**config.mk**
```make
export PLATFORM = sky130hd
export DESIGN_NAME = mux_arb_nx1_reg
export DESIGN_NICKNAME = d
export VERILOG_FILES = /design/src/rtl/mux_arb_nx1_reg_pkg.sv /design/src/rtl/mux_arb_nx1_reg_rr_arbiter.sv /design/src/rtl/mux_arb_nx1_reg.sv
export SDC_FILE = /design/constraint.sdc
export NUM_CORES = 1
export LEC_CHECK = 0
export CAP_MARGIN = 20
export CORE_MARGIN = 4
export CORE_UTILIZATION = 34
export DETAILED_ROUTE_END_ITERATION = 6
export PLACE_DENSITY = 0.84
export SETUP_SLACK_MARGIN = 0.5
export SYNTH_ARGS = -nofsm -noshare
export SYNTH_HDL_FRONTEND = slang
export SYNTH_HIERARCHICAL = 1
export SYNTH_SLANG_ARGS = --single-unit
export TNS_END_PERCENT = 1
```
**constraint.sdc**
```tcl
create_clock -name clk -period 5 [get_ports clk]
set_input_delay 1.5 -clock clk [delete_from_list [all_inputs] [get_ports clk]]
set_output_delay 1.5 -clock clk [all_outputs]
set_load 0.02 [all_outputs]
```
**src/rtl/mux_arb_nx1_reg_pkg.sv**
```systemverilog
// Package: mux_arb_nx1_reg_pkg
// Purpose: shared definitions for the registered N:1 selector/arbiter.
//   mode_e   - runtime operating mode (direct select or round-robin).
//   wrap_idx - (base + step) folded once into the range [0, n).
// No ports (package).
package mux_arb_nx1_reg_pkg;

  typedef enum logic {
    MODE_SEL = 1'b0,  // channel chosen by sel
    MODE_RR  = 1'b1   // round-robin among valid inputs
  } mode_e;

  // base < n and step <= n are guaranteed by callers, so one
  // conditional subtraction replaces a modulo.
  function automatic int unsigned wrap_idx(input int unsigned base,
                                           input int unsigned step,
                                           input int unsigned n);
    int unsigned s;
    s = base + step;
    if (s >= n) s = s - n;
    return s;
  endfunction

endpackage

```
**src/rtl/mux_arb_nx1_reg_rr_arbiter.sv**
```systemverilog
// Module: rr_arbiter_n
// Purpose: purely combinational round-robin grant. Searches req starting
//   at ptr+1 and wrapping N-1 -> 0; the first set request wins.
// Ports:
//   req     in  N      request vector (one bit per channel)
//   ptr     in  SEL_W  last granted channel (lowest priority this cycle)
//   gnt     out SEL_W  granted channel index (0 when nothing requests)
//   gnt_vld out 1      any request present
module rr_arbiter_n
  import mux_arb_nx1_reg_pkg::*;
#(
  parameter int N     = 8,
  parameter int SEL_W = 3
) (
  input  logic [N-1:0]     req,
  input  logic [SEL_W-1:0] ptr,
  output logic [SEL_W-1:0] gnt,
  output logic             gnt_vld
);

  logic             found;
  logic [SEL_W-1:0] idx;

  always_comb begin
    gnt   = '0;
    found = 1'b0;
    idx   = '0;
    // Offset N wraps back to ptr itself, so the last-granted channel is
    // still chosen when it is the only requester.
    for (int k = 1; k <= N; k++) begin
      idx = SEL_W'(wrap_idx(32'(ptr), 32'(k), 32'(N)));
      if (!found && req[idx]) begin
        found = 1'b1;
        gnt   = idx;
      end
    end
  end

  assign gnt_vld = |req;

endmodule

```
**src/rtl/mux_arb_nx1_reg.sv**
```systemverilog
// Module: mux_arb_nx1_reg
// Purpose: N-input, WIDTH-bit registered selector with valid/ready on each
//   input and on the output. Runtime mode picks direct select or
//   round-robin arbitration. One output register stage: 1-cycle latency,
//   one word per cycle when the consumer keeps out_ready high.
// Ports:
//   clk       in  1        rising-edge clock
//   rst_n     in  1        synchronous reset, active-low
//   mode      in  1        0 = direct select, 1 = round-robin
//   sel       in  SEL_W    channel index used in direct-select mode
//   in_data   in  N*WIDTH  packed inputs, channel i at [i*WIDTH +: WIDTH]
//   in_valid  in  N        per-channel valid
//   in_ready  out N        per-channel ready, at most one bit high
//   out_data  out WIDTH    registered output word
//   out_src   out SEL_W    channel the output word came from
//   out_valid out 1        out_data/out_src valid
//   out_ready in  1        consumer accepts when out_valid & out_ready
module mux_arb_nx1_reg
  import mux_arb_nx1_reg_pkg::*;
#(
  parameter int WIDTH = 32,
  parameter int N     = 8,
  parameter int SEL_W = 3
) (
  input  logic               clk,
  input  logic               rst_n,
  input  logic               mode,
  input  logic [SEL_W-1:0]   sel,
  input  logic [N*WIDTH-1:0] in_data,
  input  logic [N-1:0]       in_valid,
  output logic [N-1:0]       in_ready,
  output logic [WIDTH-1:0]   out_data,
  output logic [SEL_W-1:0]   out_src,
  output logic               out_valid,
  input  logic               out_ready
);

  // Full index space of sel; padding bits read as "not valid" so an
  // out-of-range sel can never produce a grant.
  localparam int SEL_SPAN = 1 << SEL_W;

  logic [WIDTH-1:0]    chan [N];
  logic [SEL_SPAN-1:0] valid_ext;
  logic                sel_in_range;
  logic [SEL_W-1:0]    rr_ptr;
  logic [SEL_W-1:0]    rr_gnt;
  logic                rr_gnt_vld;
  logic [SEL_W-1:0]    gnt;
  logic                gnt_vld;
  logic                load;

  assign valid_ext    = SEL_SPAN'(in_valid);
  assign sel_in_range = ({1'b0, sel} < (SEL_W + 1)'(N));

  rr_arbiter_n #(
    .N     (N),
    .SEL_W (SEL_W)
  ) u_rr_arbiter (
    .req     (in_valid),
    .ptr     (rr_ptr),
    .gnt     (rr_gnt),
    .gnt_vld (rr_gnt_vld)
  );

  always_comb begin
    gnt     = sel;
    gnt_vld = sel_in_range & valid_ext[sel];
    if (mode_e'(mode) == MODE_RR) begin
      gnt     = rr_gnt;
      gnt_vld = rr_gnt_vld;
    end
  end

  // Gating with rst_n keeps inputs from being consumed in a reset cycle.
  assign load = rst_n & (~out_valid | out_ready);

  for (genvar gi = 0; gi < N; gi++) begin : g_chan
    assign chan[gi]     = in_data[gi*WIDTH +: WIDTH];
    assign in_ready[gi] = load & gnt_vld & (gnt == SEL_W'(gi));
  end

  always_ff @(posedge clk) begin
    if (!rst_n) begin
      out_valid <= 1'b0;
      out_data  <= '0;
      out_src   <= '0;
      rr_ptr    <= SEL_W'(N - 1);  // channel 0 gets first priority
    end else if (load) begin
      if (gnt_vld) begin
        out_data  <= chan[gnt];
        out_src   <= gnt;
        out_valid <= 1'b1;
        if (mode_e'(mode) == MODE_RR) rr_ptr <= gnt;
      end else begin
        // Empty/draining with nothing to take: data and src keep last value.
        out_valid <= 1'b0;
      end
    end
  end

endmodule

```
==> metrics, run 1 <==
Post-DP HPWL between 15000 and 20000 um; WP data required 3500 ps; CP max stage cell mux4_2; DR vias/cell between 5 and 6; Pwr Density about 280 nW/um^2; Tcrit/Tclk final 109%; run status finished with violations; leakage dissipation approximately 3.3 nW; # nets final approximately 1100; wire per inst 23.1 um; Max-Cap Viols 0; share of cells above drive strength 1 26.0%; Post-Syn Nets 732; DIE WIDTH 126 um; clock transition at the registers of the reported paths 60 ps; biggest cell delay along the critical path 480 ps; I/O Buffers 314; Placed Area 8420 um^2; crit end category primary output; largest net degree at the start of global routing between 40 and 50; Buf/Inv on CP 3; final WL 22500 um; Synth Register Bits 39; Final WS setup -432 ps; initial core utilization between 30% and 40%; die height 126 um; Site Rows 42; final hold violation count 0; Post-synth EDFFs 0; Startpoint Class input pin; Slew HR about three fifths; worst path cell trace buf_6 > buf_6 > mux4_2 > mux2_4 > nor2_4 > o21ai_1 > a21oi_1 > o22ai_2 > mux2i_4 > nand3_4 > nor4_4 > buf_4; Final Max Slew Viols 0; aggregate global-route resource usage 27.2%; Initial DRC Count 426; Post-Synthesis Cells 459; final setup fails 8; Final Non-Filler Cells 974; first-pass GRT wire length 34200 um; Post-Syn Area 4740 um^2; post-layout instance area 8790 um^2; die area 15900 um^2; synth warn 6; final hold slack between 400 and 500 ps; Vias 5642; 1st-pass router iterations 7; Netlist cell types 53; CTS H-tree depth 2; synthesized area per cell just over 10 um^2; Layout area overhead 85.5%; RSZ-0062 raised after global routing yes; violated checks setup timing; GRT overflow 0; Place WS -1370 ps; Top cell by count, worst path buf_6; Hold WC Path Type flip-flop to flip-flop; commonest cells after routing, fill and taps aside clkdlybuf4s50_1 (297), nand2_1 (79), mux4_2 (76), buf_4 (60), dfxtp_1 (39); CTS Buffer Depth 2; CP arrival 3930 ps; Setup Skew 5.36 ps; initial antenna violation count 1; TritonCTS clock tree done; cts bufs inserted 5; root buf cell clkbuf_16; worst-margin pin slew between 500 and 600 ps; Crit Path Max Fanout 5; Setup CP Type input pin to primary output; share of synthesized flip-flops with an asynchronous set or reset 0%; routability congestion estimate 0.972; area of the core around 13000 um^2; delay-heaviest family, CP multiplexers; fmax 184 MHz; register area share after synthesis 16.5%; insertion delay to the later sink of the worst-skew pair 280 ps; # placed instances 958; Main synth FF type dfxtp_1; Routed Antenna Nets 0; crit path time final 5430 ps; vias in the first global route 5958; commonest non-fill, non-tap cell in the layout clkdlybuf4s50_1; worst ir drop on vdd 0.132 mV; CTS Sinks 39; # IOs 315; DRC violations left 0
[flip-flops by register name (all words and copies together) (netlist names)]
register   flops
out_data      32
out_src        3
out_valid      1
rr_ptr         3
[cell usage after synthesis (all sizes together) (2+ instances only)]
library cell,count,area [um^2]
a21oi,6,30.0
a22oi,2,15.0
a31oi,32,200
buf,31,238
clkbuf,17,83.8
dfxtp,39,781
ha,2,25.0
inv,6,22.5
mux2,11,131
mux2i,19,190
mux4,76,1710
nand2,79,297
nand2b,3,18.8
nand3,5,25.0
nor2,8,42.5
nor2b,6,37.5
nor3,3,15.0
nor4,10,62.6
o211ai,5,37.5
o21a,33,248
o21ai,6,30.0
o221ai,2,35.0
o22ai,5,31.3
o31ai,32,240
xnor2,2,17.5
xor2,2,17.5
[worst min-delay path, cell delays in order, from the launching register on]
cell and delay (ps):
dfxtp_1 310, nand2_1 50, o21ai_0 60
[power by group]
group	switching (mW)	leakage (nW)	internal (mW)	total [mW]
Clock	0.145	0.0804	0.238	0.382
Combinational	0.775	2.85	0.898	1.67
Sequential	0.0428	0.324	0.367	0.410
Total	0.963	3.26	1.50	2.47
[metal layers]
layer / vias up / track usage [%] / wire length (um)
met5: - / 0 / 0
met4: 0 / 6.94 / 543
met3: 34 / 3.81 / 1320
met2: 275 / 51.0 / 12300
met1: 2800 / 32.5 / 8400
li1: 2533 / - / -
[cell type report]
class | instances | area (um^2)
sequential | 39 | 781
antenna | 1 | 2.50
multi-input combinational | 366 | 3910
tap | 176 | 220
inverter | 6 | 22.5
timing repair buffer | 378 | 3690
fill | 1080 | 4660
clock inverter | 3 | 46.3
clock buffer | 5 | 125
[through the flow]
stage          utilization (%)  total power [mW]  TNS, ps
2_1_floorplan                -              1.43    -1550
3_3_place_gp              62.6              2.00   -20150
3_5_place_dp              62.6              2.02   -22520
4_1_cts                   64.6              2.45    -3180
5_1_grt                   65.3              2.61    -3830
6_report                  65.3              2.47    -3030
[cells by family after synthesis]
logic type,count (synthesis),share of synthesized area [%]
buf+inv,54,7.26
mux,106,42.9
simple gates,121,11.7
fa+ha+maj,2,0.528
flops,39,16.5
xor+xnor,4,0.740
compound gates,133,20.3
[worst paths after layout]
| kind | from | to | slack (ps) | depth (start not counted) |
|---|---|---|---|---|
| max | in_valid[4] | in_ready[1] | -430 | 12 |
| min | out_src[2]$_SDFFE_PN0P_ | out_src[2]$_SDFFE_PN0P_ | 460 | 2 |
| max reg2reg | rr_ptr[0]$_SDFFE_PN1P_ | out_data[1]$_SDFFE_PN0P_ | 900 | 13 |
| min reg2reg | out_src[2]$_SDFFE_PN0P_ | out_src[2]$_SDFFE_PN0P_ | 460 | 2 |
[repair_timing]
| item | CTS | global route |
|---|---|---|
| resized for setup | 102 | 19 |
| pin swaps | 15 | 12 |
| buffers inserted | 5 | 2 |
| setup endpoints to repair | 41 | 40 |
| hold buffers | 0 | 0 |
No activity file was read; power rests on OpenSTA's default activity.
==> run 2, diff against run 1 <==
CORE_AREA = 4 4 121 123   (was not set)
CORE_MARGIN = not set   (was 4)
CORE_UTILIZATION = not set   (was 34)
DIE_AREA = 0 0 125 127   (was not set)
PLACE_DENSITY = 0.83   (was 0.84)
clock period = 6.35 ns   (was 5 ns; I/O delays follow)
==> metrics, run 2 (synthesis results as in run 1) <==
run status finished with violations; violated checks setup timing; Hold Path Sink out_src[0]$_SDFFE_PN0P_; worst hold stages 2; fmax 157 MHz; largest net degree at the start of global routing 65; TritonCTS clock tree done; Routed Antenna Nets 0; DIE WIDTH 125 um; die height 127 um; Final Max Slew Viols 0; worst ir drop on vdd 0.113 mV; Tcrit/Tclk final 100%; largest registers out_data x32, out_src x3, rr_ptr x3; hold_sp out_src[0]$_SDFFE_PN0P_; 1st-pass router iterations 5; # nets final 1084; first-pass GRT wire length approximately 34000 um; initial antenna violation count 1; Biggest register out_data; Final WS setup -4.64 ps; wire per inst 22.7 um; Max-Cap Viols 0; CTS H-tree depth 2; Post-DP HPWL 17500 um; worst path cell trace buf_8 > buf_6 > mux4_2 > mux2_4 > nor2_4 > nand3_4 > o211ai_1 > o31a_1 > mux2i_2 > buf_4 > nor4_4 > buf_4; post-layout instance area 8890 um^2; commonest non-fill, non-tap cell in the layout clkdlybuf4s50_1; final hold violation count 0; aggregate global-route resource usage 26.4%; Setup Total Neg Slack -4.64 ps; DR vias/cell 5.77; CTS Buffer Depth 2; Initial DRC Count 357; root buf cell clkbuf_16; start point of the critical path in_valid[1]; Reg2Reg Depth 31; WP data required 4450 ps; Pwr Density 219 nW/um^2; cts bufs inserted 5; Pwr Total slightly below 2 mW; Layout area overhead 87.6%; hold-fix buffers at CTS 0; worst-margin pin slew 857 ps; RSZ-0062 raised after global routing yes; Hold WC Path Type flip-flop to flip-flop; commonest cells after routing, fill and taps aside clkdlybuf4s50_1 (297), nand2_1 (79), mux4_2 (76), buf_4 (63), dfxtp_1 (39); DRC violations left 0; leakage dissipation 3.32 nW; Crit Path Max Fanout 6; Placed Area between 8000 and 9000 um^2; FF-to-FF End rr_ptr[0]$_SDFFE_PN1P_; R2R setup slack 700 ps; CP max stage cell mux4_2; CP arrival 4450 ps; Largest register FFs 32; final WL around 23000 um; final setup fails 1; die area 15900 um^2; CTS Sinks 39; clock transition at the registers of the reported paths 60 ps; Setup CP Type input pin to primary output; Setup Skew ~5.3 ps; biggest cell delay along the critical path 500 ps; area of the core 13700 um^2; Vias 5724; Slew HR 42.9%; crit end category primary output; GRT overflow 0; I/O Buffers 314; # IOs roughly 320; initial core utilization 34.7%; crit path time final 6350 ps; routability congestion estimate 0.938; insertion delay to the later sink of the worst-skew pair 280 ps; vias in the first global route between 6000 and 7000; Startpoint Class input pin; share of cells above drive strength 1 27.4%; Site Rows 43; Top cell by count, worst path buf_4; RR Startpoint rr_ptr[0]$_SDFFE_PN1P_
==> run 2: changes by cell type in the layout (fill, tap and decap cells not counted), sizes merged <==
cell	previous run	this run
buf	81	96
bufinv	1	0
clkbuf	5	6
clkinv	0	1
clkinvlp	1	0
inv	7	6
==> run 2: cell type report <==
type                    count  area [um^2]
fillers                  1057         4780
multi-input cells         366         3880
repair buffers            393         3830
flip-flops and latches     39          781
well taps                 180          225
clock buffers               6          139
inverters                   6         22.5
clock inverters             1         5.00
diodes                      1         2.50
==> run 2: worst max-delay path, delay by kind of cell <==
| family | cells | cell delay (ps) |
|---|---|---|
| buffers and inverters | 4 | 610 |
| AND/OR/NAND/NOR | 3 | 610 |
| multiplexers | 3 | 930 |
| AO/OA/AOI/OAI | 2 | 380 |
==> run 2: worst max-delay path by stage <==
stage | endpoint | slack, ps | cells past startpoint
after detailed placement | in_ready[3] | -900 | 10
final | in_ready[1] | -5 | 12
after floorplan | in_ready[0] | 310 | 9
after global routing | in_ready[1] | -70 | 12
after global placement | in_ready[2] | -770 | 10
after CTS | in_ready[1] | 120 | 12
==> run 2: repair_timing <==
action                                  in CTS  in global routing
pin swaps                                    8                  7
gates resized for setup                     95                 32
endpoints found under the setup margin       8                  9
buffers inserted                            29                  5
==> run 2: report_power, final <==
group	switching, mW	leakage [nW]	internal, mW	total, mW
clock network	0.0987	0.0727	0.153	0.252
logic	0.626	2.92	0.745	1.37
registers	0.0378	0.324	0.289	0.327
total	0.763	3.32	1.19	1.95
==> run 2: metrics by stage <==
step / worst slack, ps / hold WS [ps] / utilization, % / instances
after floorplan: 310 / 483 / - / 459
after global placement: -767 / 444 / 60.9 / 950
after detailed placement: -902 / 462 / 60.9 / 950
after CTS: 116 / 470 / 63.8 / 986
after global routing: -71.7 / 503 / 65.0 / 992
final: -4.64 / 477 / 65.0 / 992
==> run 2: per-layer routing <==
layer / track usage, % / share of wire (%) / up-vias
met2: 49.1 / 53 / 330
met4: 10.5 / 4.7 / 0
met1: 30.2 / 36 / 2773
met5: 0 / 0 / -
met3: 4.60 / 6.4 / 65
li1: - / - / 2556
==> run 3, diff against run 2 <==
CTS_CLUSTER_DIAMETER = 50   (was not set)
==> results of run 3 <==
Same layout as run 2: the final DEF is identical, and so are final timing and power.
